**src/rtl/fixedpoint_pkg.sv**
```systemverilog
// -----------------------------------------------------------------------------
// fixedpoint_pkg
// Shared definitions for the fixed-point Horner polynomial evaluator:
//   - default integer/fraction widths of the signed Q(WI).(WF) format
//   - FSM state encoding of the evaluator
//   - saturation bound helpers for a given word width (used when the block is
//     built with HORNER_SATURATE_EN defined)
// -----------------------------------------------------------------------------
package fixedpoint_pkg;

    localparam int DEFAULT_WI = 4;
    localparam int DEFAULT_WF = 12;

    typedef enum logic [1:0] {
        IDLE = 2'd0,
        MUL  = 2'd1,
        ADD  = 2'd2,
        DONE = 2'd3
    } horner_state_t;

    // Largest positive two's-complement value of a w-bit word, 2^(w-1)-1,
    // returned right-aligned in 64 bits; callers size-cast to their width.
    function automatic logic [63:0] sat_max(input int w);
        return (64'd1 << (w - 1)) - 64'd1;
    endfunction

    // Most negative two's-complement value of a w-bit word, -2^(w-1); the low
    // w bits of the result are 1 followed by zeros.
    function automatic logic [63:0] sat_min(input int w);
        return ~sat_max(w);
    endfunction

endpackage

```
**src/rtl/fixedpoint_mul_rescale.sv**
```systemverilog
// -----------------------------------------------------------------------------
// fixedpoint_mul_rescale
// Combinational signed fixed-point multiply with rescale back to Q(WI).(WF).
// The full 2W-bit product is shifted right arithmetically by WF (floor, i.e.
// truncation toward minus infinity) and the low W bits are kept.
// Optional macro HORNER_SATURATE_EN: on overflow the result clamps to the
// format MAX/MIN chosen by the sign of the true product; otherwise it wraps.
// Ports:
//   a, b  in   W   signed operands
//   p     out  W   rescaled product (wrapped or clamped)
//   ov    out  1   rescaled product does not fit in W bits
// -----------------------------------------------------------------------------
module fixedpoint_mul_rescale
    import fixedpoint_pkg::*;
#(
    parameter int WI = DEFAULT_WI,
    parameter int WF = DEFAULT_WF,
    localparam int W = WI + WF
) (
    input  logic [W-1:0] a,
    input  logic [W-1:0] b,
    output logic [W-1:0] p,
    output logic         ov
);

`ifdef HORNER_SATURATE_EN
    localparam logic [W-1:0] SAT_MAX = W'(sat_max(W));
    localparam logic [W-1:0] SAT_MIN = W'(sat_min(W));
`endif

    logic [2*W-1:0] full_s;
    logic [2*W-1:0] shifted_s;
    logic [W-1:0]   kept_s;
    logic [W-1:0]   upper_s;

    // Sign-extend both operands to 2W bits; the low 2W bits of the product
    // are then the exact signed product.
    always_comb begin
        full_s    = {{W{a[W-1]}}, a} * {{W{b[W-1]}}, b};
        shifted_s = $signed(full_s) >>> WF;
        kept_s    = shifted_s[W-1:0];
        upper_s   = shifted_s[2*W-1:W];
        // Result fits only if every discarded bit copies the kept sign bit.
        ov        = (upper_s != {W{kept_s[W-1]}});
`ifdef HORNER_SATURATE_EN
        if (ov) begin
            p = full_s[2*W-1] ? SAT_MIN : SAT_MAX;
        end else begin
            p = kept_s;
        end
`else
        p = kept_s;
`endif
    end

endmodule

```
**src/rtl/fixedpoint_horner_eval.sv**
```systemverilog
// -----------------------------------------------------------------------------
// fixedpoint_horner_eval
// Sequential fixed-point polynomial evaluator y = c0 + c1*x + ... + cN*x^N by
// Horner's method: acc = cN, then for k = N-1 downto 0: acc = acc*x + ck.
// Each coefficient costs one MUL cycle and one ADD cycle; one evaluation is in
// flight at a time. Coefficients live in a register file writable in IDLE.
// Optional macro HORNER_SATURATE_EN: multiply and add steps clamp to MAX/MIN
// on overflow instead of wrapping; the sticky overflow flag is set either way.
// Ports:
//   clk, rst_n            clock, synchronous active-low reset
//   in_valid/in_ready/x_in          input handshake and operand x
//   coef_we/coef_addr/coef_data     coefficient write port (IDLE only)
//   out_valid/out_ready/y_out/ov_out output handshake, result, sticky overflow
// -----------------------------------------------------------------------------
module fixedpoint_horner_eval
    import fixedpoint_pkg::*;
#(
    parameter int WI    = DEFAULT_WI,
    parameter int WF    = DEFAULT_WF,
    parameter int ORDER = 3,
    localparam int W    = WI + WF,
    localparam int AW   = $clog2(ORDER + 1)
) (
    input  logic          clk,
    input  logic          rst_n,
    input  logic          in_valid,
    output logic          in_ready,
    input  logic [W-1:0]  x_in,
    input  logic          coef_we,
    input  logic [AW-1:0] coef_addr,
    input  logic [W-1:0]  coef_data,
    output logic          out_valid,
    input  logic          out_ready,
    output logic [W-1:0]  y_out,
    output logic          ov_out
);

`ifdef HORNER_SATURATE_EN
    localparam logic [W-1:0] SAT_MAX = W'(sat_max(W));
    localparam logic [W-1:0] SAT_MIN = W'(sat_min(W));
`endif

    horner_state_t state_q, state_d;
    logic [W-1:0]  coef_q [0:ORDER];
    logic [W-1:0]  coef_d [0:ORDER];
    logic [W-1:0]  x_q, x_d;
    logic [W-1:0]  acc_q, acc_d;
    logic [W-1:0]  prod_q, prod_d;
    logic [AW-1:0] k_q, k_d;
    logic          ov_q, ov_d;
    logic          in_ready_q, in_ready_d;
    logic          out_valid_q, out_valid_d;
    logic [W-1:0]  y_out_q, y_out_d;
    logic          ov_out_q, ov_out_d;

    logic [W-1:0]  mul_p_s;
    logic          mul_ov_s;
    logic [W:0]    sum_s;
    logic [W-1:0]  add_res_s;
    logic          add_ov_s;

    fixedpoint_mul_rescale #(
        .WI (WI),
        .WF (WF)
    ) u_mul (
        .a  (acc_q),
        .b  (x_q),
        .p  (mul_p_s),
        .ov (mul_ov_s)
    );

    // Add step: one extra bit so that disagreeing top bits flag a true
    // signed overflow; sum_s[W] is the sign of the exact result.
    always_comb begin
        sum_s    = {prod_q[W-1], prod_q} + {coef_q[k_q][W-1], coef_q[k_q]};
        add_ov_s = (sum_s[W] != sum_s[W-1]);
`ifdef HORNER_SATURATE_EN
        if (add_ov_s) begin
            add_res_s = sum_s[W] ? SAT_MIN : SAT_MAX;
        end else begin
            add_res_s = sum_s[W-1:0];
        end
`else
        add_res_s = sum_s[W-1:0];
`endif
    end

    // Next-state and next-output logic of the evaluator FSM.
    always_comb begin
        state_d     = state_q;
        x_d         = x_q;
        acc_d       = acc_q;
        prod_d      = prod_q;
        k_d         = k_q;
        ov_d        = ov_q;
        in_ready_d  = in_ready_q;
        out_valid_d = out_valid_q;
        y_out_d     = y_out_q;
        ov_out_d    = ov_out_q;
        for (int i = 0; i <= ORDER; i++) begin
            coef_d[i] = coef_q[i];
        end

        case (state_q)
            IDLE: begin
                in_ready_d = 1'b1;
                // Addresses above ORDER match no entry and are dropped.
                for (int i = 0; i <= ORDER; i++) begin
                    coef_d[i] = (coef_we && (coef_addr == AW'(i))) ? coef_data : coef_q[i];
                end
                // Start from coef_d so a same-cycle write to cN is seen.
                if (in_valid && in_ready_q) begin
                    x_d        = x_in;
                    acc_d      = coef_d[ORDER];
                    k_d        = AW'(ORDER - 1);
                    ov_d       = 1'b0;
                    in_ready_d = 1'b0;
                    state_d    = MUL;
                end else begin
                    state_d    = IDLE;
                end
            end
            MUL: begin
                prod_d  = mul_p_s;
                ov_d    = ov_q | mul_ov_s;
                state_d = ADD;
            end
            ADD: begin
                acc_d = add_res_s;
                ov_d  = ov_q | add_ov_s;
                if (k_q == {AW{1'b0}}) begin
                    out_valid_d = 1'b1;
                    y_out_d     = add_res_s;
                    ov_out_d    = ov_q | add_ov_s;
                    state_d     = DONE;
                end else begin
                    k_d     = k_q - AW'(1);
                    state_d = MUL;
                end
            end
            DONE: begin
                if (out_ready) begin
                    out_valid_d = 1'b0;
                    in_ready_d  = 1'b1;
                    state_d     = IDLE;
                end else begin
                    state_d     = DONE;
                end
            end
            default: begin
                in_ready_d  = 1'b0;
                out_valid_d = 1'b0;
                state_d     = IDLE;
            end
        endcase
    end

    // State and output registers with synchronous active-low reset.
    always_ff @(posedge clk) begin
        if (!rst_n) begin
            state_q     <= IDLE;
            x_q         <= {W{1'b0}};
            acc_q       <= {W{1'b0}};
            prod_q      <= {W{1'b0}};
            k_q         <= {AW{1'b0}};
            ov_q        <= 1'b0;
            in_ready_q  <= 1'b0;
            out_valid_q <= 1'b0;
            y_out_q     <= {W{1'b0}};
            ov_out_q    <= 1'b0;
            for (int i = 0; i <= ORDER; i++) begin
                coef_q[i] <= {W{1'b0}};
            end
        end else begin
            state_q     <= state_d;
            x_q         <= x_d;
            acc_q       <= acc_d;
            prod_q      <= prod_d;
            k_q         <= k_d;
            ov_q        <= ov_d;
            in_ready_q  <= in_ready_d;
            out_valid_q <= out_valid_d;
            y_out_q     <= y_out_d;
            ov_out_q    <= ov_out_d;
            for (int i = 0; i <= ORDER; i++) begin
                coef_q[i] <= coef_d[i];
            end
        end
    end

    assign in_ready  = in_ready_q;
    assign out_valid = out_valid_q;
    assign y_out     = y_out_q;
    assign ov_out    = ov_out_q;

endmodule

```
**config.mk**
```make
export PLATFORM = sky130hd
export DESIGN_NAME = fixedpoint_horner_eval
export DESIGN_NICKNAME = d
export VERILOG_FILES = /design/src/rtl/fixedpoint_pkg.sv /design/src/rtl/fixedpoint_mul_rescale.sv /design/src/rtl/fixedpoint_horner_eval.sv
export SDC_FILE = /design/constraint.sdc
export NUM_CORES = 1
export LEC_CHECK = 0
export CORE_ASPECT_RATIO = 0.7
export CORE_MARGIN = 10
export CORE_UTILIZATION = 55
export DETAILED_ROUTE_END_ITERATION = 7
export PLACE_DENSITY = 0.73
export SLEW_MARGIN = 20
export SYNTH_ARGS = -nofsm -noshare
export SYNTH_HDL_FRONTEND = slang
export SYNTH_SLANG_ARGS = --single-unit
```
**constraint.sdc**
```tcl
create_clock -name clk -period 14.85 [get_ports clk]
set_clock_uncertainty 0.15 [all_clocks]
set_input_delay 2.2275 -clock clk [delete_from_list [all_inputs] [get_ports clk]]
set_output_delay 2.2275 -clock clk [all_outputs]
set_load 0.01 [all_outputs]
```
==> run metrics <==
die area=36600 sq um; Port Buffer Count=57; Worst Hold Path EP=y_out[15]$_SDFFE_PN0P_; Final nets=2105; clock sinks=138; FFs w/ async S/R, synth=0%; Post-synth EDFFs=48; Total Wirelength=39.1 mm; worst hold path cell count=2; GP Congestion=0.889; pre-CTS setup slack=7830 ps; Synth top area share=32.6%; placed wire-length estimate=30.8 mm; unique cell type count in the Yosys netlist=53; final worst slack=7770 ps; Final setup viols=0; Primary FF master, synth=dfxtp_1; DR DRC count=0; most frequent cell after synthesis=inv_1; warnings from Yosys=0; initial antenna violation count=0; most instantiated cells after synthesis=inv_1, fa_1, nand2_1; Mapped Avg Cell Area=9.50 sq um; fin crit period=7080 ps; top cells by area, synth=fa_1, dfxtp_1, edfxtp_1; crit share post-route=47.6%; row cnt=52; crit-path max FO=17; Leak=8.35 nW; Power Density=113 nW/um^2; worst-margin pin slew=1100 ps; origin of the worst min-delay path=y_out[15]$_SDFFE_PN0P_; data required time at the worst endpoint=15030 ps; proportion of layout cells with a drive suffix above 1=4.08%; Synth area leader=fa_1; final hold vios=0; largest net degree at the start of global routing=97; clock buffer count from CTS=17; Post-CTS Repair Setup Buffers=0; H-tree depth=4; Layout Cells excl Fill=2094; Max Cap Viol=0; register area share after synthesis=20.2%; cts hold-fix bufs=0; Worst Path Arrival=7250 ps; clock transition at the registers of the reported paths=70 ps; Ant. Diodes=0; vias in the first global route=12300; Initial Utilization=55.8%; synthesized net count=2095; gr usage total=22.5%; Die Span Y=163 um; Final TNS setup=0 ps; RSZ-0062 raised after global routing=no; grt ovf=0; vias per cell=5.58; R2R Path Start=x_q[1]$_SDFFE_PN0P_; Area Growth Syn to Fin=8.84%; reg-to-reg endpoint=ov_q$_SDFFE_PN0P_; Core Region=28800 sq um; reg-to-reg slack, setup=7770 ps; Top Ports=58; clock buffer depth=2; Min-Delay Path Class=register to register; cell count after synthesis=1693; first-pass GRT wire length=64.8 mm; TritonRoute pass-1 iters=5; Placed Cells=2061; status=complete, no violations; vias=11700; fin. max-slew vios=0; Setup crit start kind=register; die width=224 um; #FFs+latches synth=138; post-route ant nets=0; routed len/inst=18.7 um; CTS resizes=0; max_slew headroom=26.4%; initial DRC count=929; crit end category=register; area of the mapped netlist=16100 sq um; Fillers=2436; CP Class=register to register; Root Buffer=clkbuf_16; maximum VDD drop=88.1 uV; Max Fclk=0.141 GHz; CTS tree=done; worst skew pair latency=440 ps; worst reg2reg path depth=21
## worst max-delay path: stages, from the launching register on
cell and delay [ps]:
dfxtp_1 700, nand2_1 190, inv_1 170, fa_1 560, fa_1 840, fa_1 510
fa_1 510, fa_1 490, inv_1 50, fa_1 470, inv_1 40, ha_1 330
nand2_1 80, o21ai_0 320, a21oi_1 120, o21ai_0 440, nor3_1 110, nor2_1 190
o41ai_4 110, xnor2_1 160, nor4bb_1 310, o31ai_1 110
## through the flow
step | util [%] | hold WS, ps | area, sq um | power [mW]
2_1_floorplan | - | 304 | 16100 | 1.24
5_1_grt | 60.7 | 345 | 17500 | 2.12
6_report | 60.7 | 321 | 17500 | 1.98
4_1_cts | 60.7 | 323 | 17500 | 1.98
3_3_place_gp | 58.6 | 304 | 16900 | 1.51
3_5_place_dp | 58.6 | 313 | 16900 | 1.54
## routing by layer
metal  track usage [%]  routed length [um]  vias up
met5                 0                   0        -
met4              6.47                 894        0
met3              3.51                2860       78
met2              35.6               18100      416
met1              31.5               17300     5901
li1                  -                   -     5296
## cell usage in the layout (no fill, tap or decap), drive strengths merged, types with 13 or more instances in the layout
cell,synthesis,layout
edfxtp,48,48
nor2,95,95
inv,302,308
fa,262,262
and2,133,133
mux4,16,16
a21boi,33,33
clkbuf,65,18
nand3,17,17
o21ai,32,32
o211a,20,20
dfxtp,90,90
nor2b,25,25
clkdlybuf4s50,0,56
a21oi,40,40
nand2,241,241
xnor2,27,27
xor2,13,13
ha,101,101
mux2i,31,31
## cell type report
type                    instances  area, sq um  share of cell area, %
multi-input cells            1179        11400                   65.3
repair buffers                 65          633                   3.62
inverters                     302         1130                   6.48
clock inverters                14          161                  0.922
clock buffers                  18          429                   2.45
flip-flops and latches        138         3240                   18.5
well taps                     378          473                   2.70
## registers in the layout, indices dropped and copies added (netlist names), named ones only
signal     cells
in_ready       1
acc_q         16
state_q        2
out_valid      1
prod_q        16
ov_q           1
x_q           16
k_q            2
y_out         16
ov_out         1
coef_q        64
## how the worst max path moves through the flow
stage	cells past startpoint	slack [ps]	to	from
global route	21	7250	ov_q$_SDFFE_PN0P_	acc_q[15]$_SDFFE_PN0P_
detailed placement	21	7830	ov_q$_SDFFE_PN0P_	x_q[1]$_SDFFE_PN0P_
global placement	19	8030	ov_q$_SDFFE_PN0P_	x_q[1]$_SDFFE_PN0P_
floorplan	22	8480	ov_q$_SDFFE_PN0P_	x_q[1]$_SDFFE_PN0P_
finish	21	7770	ov_q$_SDFFE_PN0P_	x_q[1]$_SDFFE_PN0P_
CTS	21	7810	ov_q$_SDFFE_PN0P_	x_q[1]$_SDFFE_PN0P_
## cell families after synthesis
family                   count (synthesis)  share of synthesized area (%)
XOR/XNOR                                40                           2.18
multiplexers                            48                           4.24
adder cells (fa/ha/maj)                363                           40.5
flip-flops                             138                           20.2
AND/OR/NAND/NOR                        552                           16.2
AO/OA/AOI/OAI                          176                           7.93
buffers and inverters                  376                           8.78
## where the power goes
| part | internal (mW) | total (mW) | switching [mW] |
|---|---|---|---|
| sequential | 0.464 | 0.620 | 0.156 |
| clock | 0.251 | 0.440 | 0.188 |
| combinational | 0.375 | 0.924 | 0.550 |
| total | 1.09 | 1.98 | 0.894 |
No activity file was read; power rests on OpenSTA's default activity.
